==> config.mk <==
export PLATFORM = sky130hd
export DESIGN_NAME = wbuart_lite_flat
export DESIGN_NICKNAME = d
export VERILOG_FILES = /design/src/rtl/wbuart_lite_if.sv /design/src/rtl/wbuart_lite.sv /design/src/flat_wrapper.sv
export SDC_FILE = /design/constraint.sdc
export NUM_CORES = 1
export LEC_CHECK = 0
export BUFFER_PORTS_ARGS = -buffer_cell sky130_fd_sc_hd__buf_4
export CAP_MARGIN = 10
export CORE_AREA = 2 2 164 166
export DETAILED_ROUTE_END_ITERATION = 6
export DIE_AREA = 0 0 166 168
export PLACE_DENSITY_LB_ADDON = 0.05
export SLEW_MARGIN = 5
export SYNTH_ARGS = -nofsm -noshare
export SYNTH_HDL_FRONTEND = slang
export SYNTH_SLANG_ARGS = --single-unit
==> constraint.sdc <==
create_clock -name clk_i -period 3.08 [get_ports clk_i]
set_clock_uncertainty 0.1 [all_clocks]
set_input_delay 0.616 -clock clk_i [delete_from_list [all_inputs] [get_ports clk_i]]
set_output_delay 0.616 -clock clk_i [all_outputs]
set_load 0.01 [all_outputs]
==> src/rtl/wbuart_lite_if.sv <==
// Wishbone-classic bus bundle for wbuart_lite.
interface wbuart_lite_if;
    logic        wbs_cyc_i;
    logic        wbs_stb_i;
    logic        wbs_we_i;
    logic [31:0] wbs_adr_i;
    logic [31:0] wbs_dat_i;
    logic [3:0]  wbs_sel_i;
    logic        wbs_ack_o;
    logic [31:0] wbs_dat_o;

    modport slave (
        input  wbs_cyc_i, wbs_stb_i, wbs_we_i, wbs_adr_i, wbs_dat_i, wbs_sel_i,
        output wbs_ack_o, wbs_dat_o
    );

    modport master (
        output wbs_cyc_i, wbs_stb_i, wbs_we_i, wbs_adr_i, wbs_dat_i, wbs_sel_i,
        input  wbs_ack_o, wbs_dat_o
    );
endinterface

==> src/rtl/wbuart_lite.sv <==
// wbuart_lite: Wishbone-classic UART with TX FIFO, single-entry RX holding
// register, programmable baud divider and level interrupt.
// Optional macro WBUART_LOOPBACK_EN implements CTRL[18] internal loopback.
module wbuart_lite #(
    parameter logic [15:0] CLKDIV_RESET  = 16'd347,
    parameter int unsigned TX_FIFO_DEPTH = 8
) (
    input  logic         clk_i,
    input  logic         rstn_i,
    wbuart_lite_if.slave wbs,
    input  logic         uart_rx_i,
    output logic         uart_tx_o,
    output logic         irq_o
);

    localparam int unsigned AW = (TX_FIFO_DEPTH > 1) ? $clog2(TX_FIFO_DEPTH) : 1;
    localparam int unsigned CW = AW + 1;

    typedef enum logic [1:0] {ST_IDLE, ST_START, ST_DATA, ST_STOP} uart_state_e;

    // Bus / register state
    logic        ack_q;
    logic [31:0] dat_q;
    logic [15:0] clkdiv_q;
    logic        rx_irq_en_q, txe_irq_en_q;
    logic        rx_valid_q;
    logic [7:0]  rx_data_q;
    logic        rx_overrun_q, frame_err_q, tx_ovf_q;
    logic        irq_q;
`ifdef WBUART_LOOPBACK_EN
    logic        loopback_q;
    logic        tx_ser_q;
`endif

    // FIFO state
    logic [7:0]    fifo_mem [TX_FIFO_DEPTH];
    logic [AW-1:0] wr_ptr_q, rd_ptr_q;
    logic [CW-1:0] count_q;

    // TX state
    uart_state_e tx_state_q, tx_state_d;
    logic [15:0] tx_cnt_q, tx_cnt_d;
    logic [2:0]  tx_bit_q, tx_bit_d;
    logic [7:0]  tx_shift_q, tx_shift_d;
    logic        tx_ser_d;
    logic        uart_tx_q;
    logic        tx_pop_c;

    // RX state
    logic        rx_s1_q, rx_s2_q, rx_prev_q;
    uart_state_e rx_state_q, rx_state_d;
    logic [15:0] rx_cnt_q, rx_cnt_d;
    logic [2:0]  rx_bit_q, rx_bit_d;
    logic [7:0]  rx_shift_q, rx_shift_d;
    logic        rx_load_c, rx_ferr_c, rx_ovr_c;
    logic        rx_src_c;

    // Combinational helpers
    logic        req_c, wr_c, rd_c;
    logic [1:0]  reg_c;
    logic        push_req_c, push_c, ovf_set_c;
    logic        fifo_full_c, fifo_empty_c, tx_empty_c;
    logic        ctrl_wr_c, rx_rd_clr_c;
    logic [2:0]  w1c_c;
    logic        loopback_c;
    logic [31:0] rdata_c;
    logic [15:0] period_c, reload_c, half_c;
    logic        unused_c;

    // Bus decode; a request is only taken while no ack is outstanding
    assign req_c       = wbs.wbs_cyc_i & wbs.wbs_stb_i & ~ack_q;
    assign wr_c        = req_c & wbs.wbs_we_i;
    assign rd_c        = req_c & ~wbs.wbs_we_i;
    assign reg_c       = wbs.wbs_adr_i[3:2];
    assign push_req_c  = wr_c & (reg_c == 2'd0) & wbs.wbs_sel_i[0];
    assign ctrl_wr_c   = wr_c & (reg_c == 2'd3);
    assign rx_rd_clr_c = rd_c & (reg_c == 2'd1) & rx_valid_q;
    assign w1c_c       = (wr_c && reg_c == 2'd2 && wbs.wbs_sel_i[0]) ? wbs.wbs_dat_i[5:3] : 3'b000;
    assign unused_c    = ^{wbs.wbs_adr_i[31:4], wbs.wbs_adr_i[1:0], wbs.wbs_dat_i[31:18], wbs.wbs_sel_i[3]};

    assign fifo_full_c  = (count_q == CW'(TX_FIFO_DEPTH));
    assign fifo_empty_c = (count_q == '0);
    assign push_c       = push_req_c & (~fifo_full_c | tx_pop_c);
    assign ovf_set_c    = push_req_c & fifo_full_c & ~tx_pop_c;
    assign tx_empty_c   = fifo_empty_c & (tx_state_q == ST_IDLE);

    assign period_c = (clkdiv_q == 16'd0) ? 16'd1 : clkdiv_q;
    assign reload_c = period_c - 16'd1;
    assign half_c   = period_c >> 1;

`ifdef WBUART_LOOPBACK_EN
    assign loopback_c = loopback_q;
    assign rx_src_c   = loopback_q ? tx_ser_q : uart_rx_i;
`else
    assign loopback_c = 1'b0;
    assign rx_src_c   = uart_rx_i;
`endif

    // Register read mux, sampled in the request cycle
    always_comb begin
        rdata_c = 32'd0;
        case (reg_c)
            2'd1: rdata_c = {23'd0, rx_valid_q, rx_data_q};
            2'd2: rdata_c = {26'd0, tx_ovf_q, frame_err_q, rx_overrun_q,
                             rx_valid_q, fifo_full_c, tx_empty_c};
            2'd3: rdata_c = {13'd0, loopback_c, txe_irq_en_q, rx_irq_en_q, clkdiv_q};
            default: rdata_c = 32'd0;
        endcase
    end

    // Bus response, control, status and interrupt registers
    always_ff @(posedge clk_i) begin
        if (!rstn_i) begin
            ack_q        <= 1'b0;
            dat_q        <= 32'd0;
            clkdiv_q     <= CLKDIV_RESET;
            rx_irq_en_q  <= 1'b0;
            txe_irq_en_q <= 1'b0;
            rx_valid_q   <= 1'b0;
            rx_data_q    <= 8'd0;
            rx_overrun_q <= 1'b0;
            frame_err_q  <= 1'b0;
            tx_ovf_q     <= 1'b0;
            irq_q        <= 1'b0;
`ifdef WBUART_LOOPBACK_EN
            loopback_q   <= 1'b0;
`endif
        end else begin
            ack_q <= req_c;
            dat_q <= rd_c ? rdata_c : 32'd0;
            if (ctrl_wr_c) begin
                if (wbs.wbs_sel_i[0]) clkdiv_q[7:0]  <= wbs.wbs_dat_i[7:0];
                if (wbs.wbs_sel_i[1]) clkdiv_q[15:8] <= wbs.wbs_dat_i[15:8];
                if (wbs.wbs_sel_i[2]) begin
                    rx_irq_en_q  <= wbs.wbs_dat_i[16];
                    txe_irq_en_q <= wbs.wbs_dat_i[17];
`ifdef WBUART_LOOPBACK_EN
                    loopback_q   <= wbs.wbs_dat_i[18];
`endif
                end
            end
            // A load in the same cycle as a clearing read wins
            if (rx_load_c) begin
                rx_valid_q <= 1'b1;
                rx_data_q  <= rx_shift_q;
            end else if (rx_rd_clr_c) begin
                rx_valid_q <= 1'b0;
            end
            rx_overrun_q <= (rx_overrun_q & ~w1c_c[0]) | rx_ovr_c;
            frame_err_q  <= (frame_err_q  & ~w1c_c[1]) | rx_ferr_c;
            tx_ovf_q     <= (tx_ovf_q     & ~w1c_c[2]) | ovf_set_c;
            irq_q        <= (rx_irq_en_q & rx_valid_q) | (txe_irq_en_q & tx_empty_c);
        end
    end

    // TX FIFO storage (no reset needed on payload)
    always_ff @(posedge clk_i) begin
        if (push_c) fifo_mem[wr_ptr_q] <= wbs.wbs_dat_i[7:0];
    end

    // TX FIFO pointers and occupancy
    always_ff @(posedge clk_i) begin
        if (!rstn_i) begin
            wr_ptr_q <= '0;
            rd_ptr_q <= '0;
            count_q  <= '0;
        end else begin
            if (push_c)   wr_ptr_q <= wr_ptr_q + AW'(1);
            if (tx_pop_c) rd_ptr_q <= rd_ptr_q + AW'(1);
            case ({push_c, tx_pop_c})
                2'b10:   count_q <= count_q + CW'(1);
                2'b01:   count_q <= count_q - CW'(1);
                default: count_q <= count_q;
            endcase
        end
    end

    // TX FSM next state and serializer bit
    always_comb begin
        tx_state_d = tx_state_q;
        tx_cnt_d   = tx_cnt_q;
        tx_bit_d   = tx_bit_q;
        tx_shift_d = tx_shift_q;
        tx_pop_c   = 1'b0;
        case (tx_state_q)
            ST_IDLE: begin
                if (!fifo_empty_c) begin
                    tx_pop_c   = 1'b1;
                    tx_shift_d = fifo_mem[rd_ptr_q];
                    tx_cnt_d   = reload_c;
                    tx_state_d = ST_START;
                end
            end
            ST_START: begin
                if (tx_cnt_q == 16'd0) begin
                    tx_cnt_d   = reload_c;
                    tx_bit_d   = 3'd0;
                    tx_state_d = ST_DATA;
                end else begin
                    tx_cnt_d = tx_cnt_q - 16'd1;
                end
            end
            ST_DATA: begin
                if (tx_cnt_q == 16'd0) begin
                    tx_cnt_d   = reload_c;
                    tx_shift_d = {1'b0, tx_shift_q[7:1]};
                    if (tx_bit_q == 3'd7) tx_state_d = ST_STOP;
                    else                  tx_bit_d   = tx_bit_q + 3'd1;
                end else begin
                    tx_cnt_d = tx_cnt_q - 16'd1;
                end
            end
            ST_STOP: begin
                if (tx_cnt_q == 16'd0) tx_state_d = ST_IDLE;
                else                   tx_cnt_d   = tx_cnt_q - 16'd1;
            end
            default: tx_state_d = ST_IDLE;
        endcase
        tx_ser_d = 1'b1;
        if (tx_state_d == ST_START)     tx_ser_d = 1'b0;
        else if (tx_state_d == ST_DATA) tx_ser_d = tx_shift_d[0];
    end

    // TX FSM state register and registered line output
    always_ff @(posedge clk_i) begin
        if (!rstn_i) begin
            tx_state_q <= ST_IDLE;
            tx_cnt_q   <= 16'd0;
            tx_bit_q   <= 3'd0;
            tx_shift_q <= 8'd0;
            uart_tx_q  <= 1'b1;
`ifdef WBUART_LOOPBACK_EN
            tx_ser_q   <= 1'b1;
`endif
        end else begin
            tx_state_q <= tx_state_d;
            tx_cnt_q   <= tx_cnt_d;
            tx_bit_q   <= tx_bit_d;
            tx_shift_q <= tx_shift_d;
`ifdef WBUART_LOOPBACK_EN
            tx_ser_q   <= tx_ser_d;
            uart_tx_q  <= loopback_q ? 1'b1 : tx_ser_d;
`else
            uart_tx_q  <= tx_ser_d;
`endif
        end
    end

    // RX FSM next state and frame outcome
    always_comb begin
        rx_state_d = rx_state_q;
        rx_cnt_d   = rx_cnt_q;
        rx_bit_d   = rx_bit_q;
        rx_shift_d = rx_shift_q;
        rx_load_c  = 1'b0;
        rx_ferr_c  = 1'b0;
        rx_ovr_c   = 1'b0;
        case (rx_state_q)
            ST_IDLE: begin
                if (!rx_s2_q && rx_prev_q) begin
                    rx_cnt_d   = half_c;
                    rx_state_d = ST_START;
                end
            end
            ST_START: begin
                if (rx_cnt_q == 16'd0) begin
                    if (!rx_s2_q) begin
                        rx_cnt_d   = reload_c;
                        rx_bit_d   = 3'd0;
                        rx_state_d = ST_DATA;
                    end else begin
                        rx_state_d = ST_IDLE;
                    end
                end else begin
                    rx_cnt_d = rx_cnt_q - 16'd1;
                end
            end
            ST_DATA: begin
                if (rx_cnt_q == 16'd0) begin
                    rx_cnt_d   = reload_c;
                    rx_shift_d = {rx_s2_q, rx_shift_q[7:1]};
                    if (rx_bit_q == 3'd7) rx_state_d = ST_STOP;
                    else                  rx_bit_d   = rx_bit_q + 3'd1;
                end else begin
                    rx_cnt_d = rx_cnt_q - 16'd1;
                end
            end
            ST_STOP: begin
                if (rx_cnt_q == 16'd0) begin
                    rx_state_d = ST_IDLE;
                    if (!rx_s2_q)                         rx_ferr_c = 1'b1;
                    else if (rx_valid_q && !rx_rd_clr_c)  rx_ovr_c  = 1'b1;
                    else                                  rx_load_c = 1'b1;
                end else begin
                    rx_cnt_d = rx_cnt_q - 16'd1;
                end
            end
            default: rx_state_d = ST_IDLE;
        endcase
    end

    // RX synchronizer and FSM state register
    always_ff @(posedge clk_i) begin
        if (!rstn_i) begin
            rx_s1_q    <= 1'b1;
            rx_s2_q    <= 1'b1;
            rx_prev_q  <= 1'b1;
            rx_state_q <= ST_IDLE;
            rx_cnt_q   <= 16'd0;
            rx_bit_q   <= 3'd0;
            rx_shift_q <= 8'd0;
        end else begin
            rx_s1_q    <= rx_src_c;
            rx_s2_q    <= rx_s1_q;
            rx_prev_q  <= rx_s2_q;
            rx_state_q <= rx_state_d;
            rx_cnt_q   <= rx_cnt_d;
            rx_bit_q   <= rx_bit_d;
            rx_shift_q <= rx_shift_d;
        end
    end

    assign wbs.wbs_ack_o = ack_q;
    assign wbs.wbs_dat_o = dat_q;
    assign uart_tx_o     = uart_tx_q;
    assign irq_o         = irq_q;

endmodule

==> src/flat_wrapper.sv <==
// flat-port wrapper written by rule: the top's interface ports become plain ports
module wbuart_lite_flat 
#(
    parameter logic [15:0] CLKDIV_RESET  = 16'd347,
    parameter int unsigned TX_FIFO_DEPTH = 8
)
  (clk_i, rstn_i, uart_rx_i, uart_tx_o, irq_o, wbs_wbs_cyc_i, wbs_wbs_stb_i, wbs_wbs_we_i, wbs_wbs_adr_i, wbs_wbs_dat_i, wbs_wbs_sel_i, wbs_wbs_ack_o, wbs_wbs_dat_o);
  wbuart_lite_if wbs_i ();
  input  logic clk_i;
  input  logic rstn_i;
  input  logic uart_rx_i;
  output logic uart_tx_o;
  output logic irq_o;
  input wire logic [$bits(wbs_i.wbs_cyc_i)-1:0] wbs_wbs_cyc_i;
  input wire logic [$bits(wbs_i.wbs_stb_i)-1:0] wbs_wbs_stb_i;
  input wire logic [$bits(wbs_i.wbs_we_i)-1:0] wbs_wbs_we_i;
  input wire logic [$bits(wbs_i.wbs_adr_i)-1:0] wbs_wbs_adr_i;
  input wire logic [$bits(wbs_i.wbs_dat_i)-1:0] wbs_wbs_dat_i;
  input wire logic [$bits(wbs_i.wbs_sel_i)-1:0] wbs_wbs_sel_i;
  output wire logic [$bits(wbs_i.wbs_ack_o)-1:0] wbs_wbs_ack_o;
  output wire logic [$bits(wbs_i.wbs_dat_o)-1:0] wbs_wbs_dat_o;
  assign wbs_i.wbs_cyc_i = wbs_wbs_cyc_i;
  assign wbs_i.wbs_stb_i = wbs_wbs_stb_i;
  assign wbs_i.wbs_we_i = wbs_wbs_we_i;
  assign wbs_i.wbs_adr_i = wbs_wbs_adr_i;
  assign wbs_i.wbs_dat_i = wbs_wbs_dat_i;
  assign wbs_i.wbs_sel_i = wbs_wbs_sel_i;
  assign wbs_wbs_ack_o = wbs_i.wbs_ack_o;
  assign wbs_wbs_dat_o = wbs_i.wbs_dat_o;
  wbuart_lite #(.CLKDIV_RESET(CLKDIV_RESET), .TX_FIFO_DEPTH(TX_FIFO_DEPTH)) u_core (.clk_i(clk_i), .rstn_i(rstn_i), .wbs(wbs_i), .uart_rx_i(uart_rx_i), .uart_tx_o(uart_tx_o), .irq_o(irq_o));
endmodule
==> results of run 1 <==
[power by group through the flow]
stage	sequential, W	clock, W	combinational, W
4_1_cts	0.00295	0.00247	0.00279
6_report	0.00295	0.00239	0.00276
2_1_floorplan	0.00294	0	0.00200
3_3_place_gp	0.00300	0	0.00272
3_5_place_dp	0.00301	0	0.00278
5_1_grt	0.00298	0.00255	0.00309
[through the flow]
stage	setup slack [ns]	utilization, %
2_1_floorplan	0.0957	-
3_3_place_gp	0.231	37.8
3_5_place_dp	0.259	37.8
4_1_cts	0.231	40.2
5_1_grt	0.0748	40.2
6_report	0.259	40.2
[sequential cells by signal, indices dropped and copies added (netlist names), 2 cells and up, named ones only]
signal,flops
u_core.clkdiv_q,16
u_core.count_q,4
u_core.fifo_mem,64
u_core.rd_ptr_q,3
u_core.rx_bit_q,3
u_core.rx_cnt_q,16
u_core.rx_data_q,8
u_core.rx_shift_q,8
u_core.tx_bit_q,3
u_core.tx_cnt_q,16
u_core.tx_shift_q,8
u_core.tx_state_q,2
u_core.wbs.wbs_dat_o,18
u_core.wr_ptr_q,3
[logic make-up (layout without fill, tap and decap cells)]
| group | after synthesis | count (layout) | synth area share (%) |
|---|---|---|---|
| xor gates and xnor gates | 26 | 26 | 2.54 |
| adders and majority gates | 22 | 22 | 3.15 |
| other | 1 | 14 | 0.0418 |
| AOI/OAI and AO/OA | 197 | 197 | 14.4 |
| and+or+nand+nor | 327 | 327 | 19.0 |
| muxes | 40 | 40 | 6.72 |
| buffers and inverters | 91 | 168 | 4.79 |
| DFF | 189 | 189 | 49.3 |
[cell usage after synthesis (all sizes together), types with 5 or more instances]
library cell	n	area, µm²
a21o	5	37.5
a21oi	68	348
a22oi	6	45.0
a32o	15	150
and2	14	87.6
buf	26	185
clkbuf	40	150
dfxtp	125	2500
edfxtp	64	1920
ha	21	263
inv	25	93.8
mux2i	22	220
mux4	16	360
nand2	78	293
nand2b	17	106
nand3	63	315
nand4	6	52.6
nor2	74	283
nor2b	6	37.5
nor3	16	85.1
nor4	11	118
o211ai	5	37.5
o21ai	44	220
o221ai	9	78.8
o22ai	9	56.3
o31ai	6	45.0
o32ai	5	43.8
or3	10	67.6
or4	9	75.1
xnor2	18	158
xor2	8	70.1
[worst max-delay path: stages (launching register included)]
cell	delay [ns]
dfxtp_1	0.32
or4_1	0.57
nor4_1	0.29
nor2_1	0.09
ha_1	0.20
buf_4	0.14
nor3b_1	0.17
and2b_1	0.18
xnor2_1	0.25
o21ai_0	0.15
a21oi_1	0.15
o31ai_1	0.08
[worst min path at each step]
stage	endpoint	slack, ns	depth (start not counted)
2_1_floorplan	u_core.rx_s2_q	0.29	1
4_1_cts	u_core.rx_s1_q	0.23	2
3_5_place_dp	u_core.rx_s2_q	0.29	1
3_3_place_gp	u_core.rx_s2_q	0.30	1
6_report	u_core.rx_s1_q	0.26	2
5_1_grt	u_core.rx_s1_q	0.25	2
[routing by layer]
layer	wire length, µm	up-vias	GRT usage [%]	share of wire [%]
li1	-	3392	-	-
met1	11700	3445	24.4	47
met2	12000	163	30.5	48
met3	799	29	2.80	3.2
met4	381	0	5.07	1.5
met5	0	-	0	0
[final cells by class]
cell class | instances | area, µm²
inverters | 25 | 93.8
flip-flops and latches | 189 | 4420
repair buffers | 111 | 846
well taps | 341 | 427
clock buffers | 17 | 425
fillers | 2587 | 15800
multi-input cells | 626 | 4160
clock inverters | 15 | 216
==> flow_metrics.py, run 1 <==
metrics = {
    "outcome": {
        "status": "finished, final reports clean",
    },
    "detailed_routing": {
        "route.detailed.drc": 0,
        "drtIter0Drc": 485,
        "routed_wl_um": 24900,
        "ant_nets": 0,
        "via_count": 7029,
        "first_pass_iters": 5,
        "via_per_inst": 5.31,
        "wl_per_cell_um": 18.8,
    },
    "min_path": {
        "min_from": "uart_rx_i",
        "min_path_type": "in2reg",
    },
    "critical_path": {
        "crit_path_max_fanout": 3,
        "rr_worst_depth": 11,
        "worstPathRequired_ns": 3.30,
        "worstSetupPathType": "reg2reg",
        "end_kind": "register",
        "start_kind": "register",
        "r2r-end": "u_core.rx_cnt_q[8]",
        "r2r_slack_ns": 0.26,
        "startpoint": "u_core.clkdiv_q[0]",
        "r2r_start": "u_core.clkdiv_q[0]",
        "arrival_ns": 3.04,
        "crit_end": "u_core.rx_cnt_q[8]",
    },
    "cells_and_area": {
        "area_growth_pct": 18.1,
        "layout_commonest_cell": "dfxtp_1",
        "mostFrequentLayoutCells": "dfxtp_1 (125), buf_4 (110), nand2_1 (78)",
        "nets": 1066,
        "drive_above_1_share_pct": 19.1,
        "fin_area_um2": 10600,
        "diodes": 0,
        "stdcell_count": 1324,
    },
    "grt": {
        "track_usage_pct": 18.1,
        "grt_pass1_vias": 6965,
        "grt_max_degree": 49,
        "grt_overflow": 0,
        "antenna_found_initial": 0,
        "grt_pass1_wl_um": 40000,
    },
    "synth": {
        "ys.flop_type": "dfxtp_1",
        "async_flop_share_pct": 0,
        "syn_area_um2": 8970,
        "yosysWarnings": 0,
        "ys_seq_elements": 189,
        "synth_area_per_cell_um2": 10.0,
        "postSynthCellCount": 893,
        "ys_seq_area_share_pct": 49.3,
        "ys_types": 74,
        "synth-edff-count": 64,
    },
    "clock_tree": {
        "cts_tree": "yes",
        "clk_latency_ns": 0.44,
        "htreeDepth": 4,
        "hold_buffers": 0,
        "post_cts_buffers": 0,
        "numCtsBuffers": 17,
        "cts_buffer_depth": 2,
        "clockRootBuffer": "clkbuf_16",
        "cts.sink_count": 189,
        "cts_resized": 0,
        "clk_pin_slew_worst_paths_ns": 0.08,
    },
    "floorplan": {
        "fp.dieW_um": 166,
        "dieArea_um2": 27900,
        "die_h_um": 168,
        "initial_utilization_pct": 34.0,
        "pin_count": 109,
        "core_area_um2": 26400,
        "rows": 60,
    },
    "timing": {
        "slew_violations": 0,
        "timing.hold.ws_ns": 0.261,
        "worst_pin_slew_ns": 0.776,
        "relSlewSlack_pct": 47.5,
        "rsz0062_at_grt": "no",
        "hold_viol": 0,
        "setup_viol": 0,
        "finalCritPeriodShare_pct": 91.6,
        "fmax_ghz": 0.355,
        "fin_crit_ns": 2.82,
        "fin_setup_tns_ns": 0,
    },
    "power_and_ir_drop": {
        "p_clk_share_pct": 29.5,
        "intPower_w": 0.00505,
        "ir_drop_mv": 0.301,
        "switching_share_pct": 37.7,
        "combPwrFrac_pct": 34.1,
        "switchingPower_w": 0.00305,
        "power-per-cell-area_nw_per_um2": 765,
        "power.total_w": 0.00811,
        "p_seq_share_pct": 36.4,
        "p_leak_nw": 3.90,
    },
    "placed_design": {
        "dp.cells": 1292,
        "place_congestion": 0.862,
        "placed_cell_area_um2": 9950,
        "dp_hpwl_um": 17800,
        "numPortBuffers": 49,
    },
    "job": {
        "cap_viol_max_count": 0,
    },
}
Note: power is estimated with default switching activity, not from simulation.
==> run 2: changes to the inputs <==
--- a/config.mk
+++ b/config.mk
@@ -11,6 +11,8 @@
 export DETAILED_ROUTE_END_ITERATION = 6
 export DIE_AREA = 0 0 166 168
 export PLACE_DENSITY_LB_ADDON = 0.05
+export REMOVE_ABC_BUFFERS = 1
+export SKIP_CTS_REPAIR_TIMING = 1
 export SLEW_MARGIN = 5
 export SYNTH_ARGS = -nofsm -noshare
 export SYNTH_HDL_FRONTEND = slang
==> flow_metrics.py, run 2 (synthesis results as in run 1) <==
metrics = {
    "floorplan": {
        "pin_count": 109,
        "fp.dieW_um": 166,
        "dieArea_um2": 27900,
        "die_h_um": 168,
        "initial_utilization_pct": 34.0,
        "rows": 60,
        "core_area_um2": 26400,
    },
    "power_and_ir_drop": {
        "p_seq_share_pct": 35.9,
        "switching_share_pct": 36.4,
        "ir_drop_mv": 0.323,
        "intPower_w": 0.00519,
        "p_leak_nw": 3.90,
        "power-per-cell-area_nw_per_um2": 770,
        "switchingPower_w": 0.00297,
        "p_clk_share_pct": 30.1,
        "combPwrFrac_pct": 34.1,
    },
    "clock_tree": {
        "cts.sink_count": 189,
        "clk_pin_slew_worst_paths_ns": 0.08,
        "cts_buffer_depth": 2,
        "htreeDepth": 4,
        "clk_latency_ns": 0.44,
        "numCtsBuffers": 17,
        "cts_tree": "yes",
        "clockRootBuffer": "clkbuf_16",
    },
    "grt": {
        "track_usage_pct": 18.4,
        "grt_overflow": 0,
        "grt_pass1_vias": 7010,
        "grt_max_degree": 68,
        "antenna_found_initial": 1,
        "grt_pass1_wl_um": 40200,
    },
    "timing": {
        "setup_viol": 0,
        "fin_setup_tns_ns": 0,
        "setup_ws_ns": 0.210,
        "fmax_ghz": 0.348,
        "hold_viol": 0,
        "rsz0062_at_grt": "no",
        "finalCritPeriodShare_pct": 93.2,
        "relSlewSlack_pct": 29.3,
        "fin_crit_ns": 2.87,
        "worst_pin_slew_ns": 1.06,
        "slew_violations": 0,
    },
    "critical_path": {
        "rr_worst_depth": 10,
        "worstPathRequired_ns": 3.30,
        "start_kind": "register",
        "crit_path_max_fanout": 3,
        "r2r_slack_ns": 0.21,
        "worstSetupPathType": "reg2reg",
        "crit_end": "u_core.rx_cnt_q[10]",
        "r2r-end": "u_core.rx_cnt_q[10]",
        "r2r_start": "u_core.clkdiv_q[0]",
        "end_kind": "register",
        "startpoint": "u_core.clkdiv_q[0]",
        "arrival_ns": 3.09,
    },
    "detailed_routing": {
        "ant_nets": 0,
        "routed_wl_um": 25600,
        "route.detailed.drc": 0,
        "via_count": 7101,
        "wl_per_cell_um": 19.4,
        "first_pass_iters": 5,
        "via_per_inst": 5.38,
        "drtIter0Drc": 619,
    },
    "cells_and_area": {
        "nets": 1063,
        "drive_above_1_share_pct": 18.9,
        "largest_reg_flops": 64,
        "top_register": "u_core.fifo_mem",
        "fin_area_um2": 10600,
        "area_growth_pct": 18.1,
        "diodes": 0,
        "layout_commonest_cell": "dfxtp_1",
        "final_util_pct": 40.2,
        "mostFrequentLayoutCells": "dfxtp_1 (125), buf_4 (107), nand2_1 (78)",
    },
    "outcome": {
        "status": "finished, final reports clean",
    },
    "job": {
        "cap_viol_max_count": 0,
    },
    "placed_design": {
        "dp_hpwl_um": 18300,
        "place_congestion": 0.857,
        "place_ws_ns": 0.268,
        "numPortBuffers": 49,
        "placed_cell_area_um2": 9930,
    },
    "min_path": {
        "min_path_type": "in2reg",
    },
}
[run 2: cell types whose count changed in the layout (fill, tap and decap cells not counted)]
cell and delta:
inv_12 -6, inv_8 +4, buf_4 -3, bufinv_16 +2, clkinv_8 +2, clkinv_4 -1, inv_6 -1
[run 2: how the worst min path moves through the flow]
| stage | startpoint | endpoint | slack [ns] | cells after the start |
|---|---|---|---|---|
| 3_3_place_gp | u_core.rx_s1_q | u_core.rx_s2_q | 0.29 | 1 |
| 4_1_cts | uart_rx_i | u_core.rx_s1_q | 0.24 | 2 |
| 5_1_grt | uart_rx_i | u_core.rx_s1_q | 0.27 | 2 |
| 3_5_place_dp | u_core.rx_s1_q | u_core.rx_s2_q | 0.30 | 1 |
| 2_1_floorplan | u_core.rx_s1_q | u_core.rx_s2_q | 0.29 | 1 |
| 6_report | uart_rx_i | u_core.rx_s1_q | 0.26 | 2 |
[run 2: through the flow]
step           std cells  hold WS [ns]  total power (W)
2_1_floorplan        840         0.286          0.00484
3_3_place_gp        1289         0.289          0.00571
3_5_place_dp        1289         0.296          0.00577
4_1_cts             1321         0.243          0.00825
5_1_grt             1321         0.268          0.00867
6_report            1321         0.258          0.00816
[run 2: critical path, stage by stage (launching register included)]
cell	delay (ns)
dfxtp_1	0.32
or4_1	0.58
nor4_1	0.29
nor2_1	0.09
ha_1	0.20
or4b_2	0.25
nor3_1	0.06
xnor2_1	0.42
o22ai_1	0.16
o211ai_1	0.20
a21oi_1	0.08
[run 2: layer usage]
layer | vias to the layer above | wire length, µm | GRT usage (%)
met5 | - | 14 | 0
met4 | 2 | 604 | 5.71
met3 | 43 | 1280 | 3.95
met2 | 202 | 12400 | 31.2
li1 | 3394 | - | -
met1 | 3460 | 11400 | 23.7
[run 2: cell type report]
type | count | area (µm²)
multi-input cells | 626 | 4160
clock buffers | 17 | 425
repair buffers | 108 | 823
fillers | 2599 | 15800
well taps | 341 | 427
flip-flops and latches | 189 | 4420
clock inverters | 15 | 239
inverters | 25 | 93.8
[run 2: power by group through the flow]
stage                     clock network, W  logic, W  registers [W]
after detailed placement                 0   0.00279        0.00298
after global placement                   0   0.00274        0.00298
final                              0.00245   0.00278        0.00293
after global routing               0.00263   0.00308        0.00296
after CTS                          0.00252   0.00280        0.00293
after floorplan                          0   0.00184        0.00300
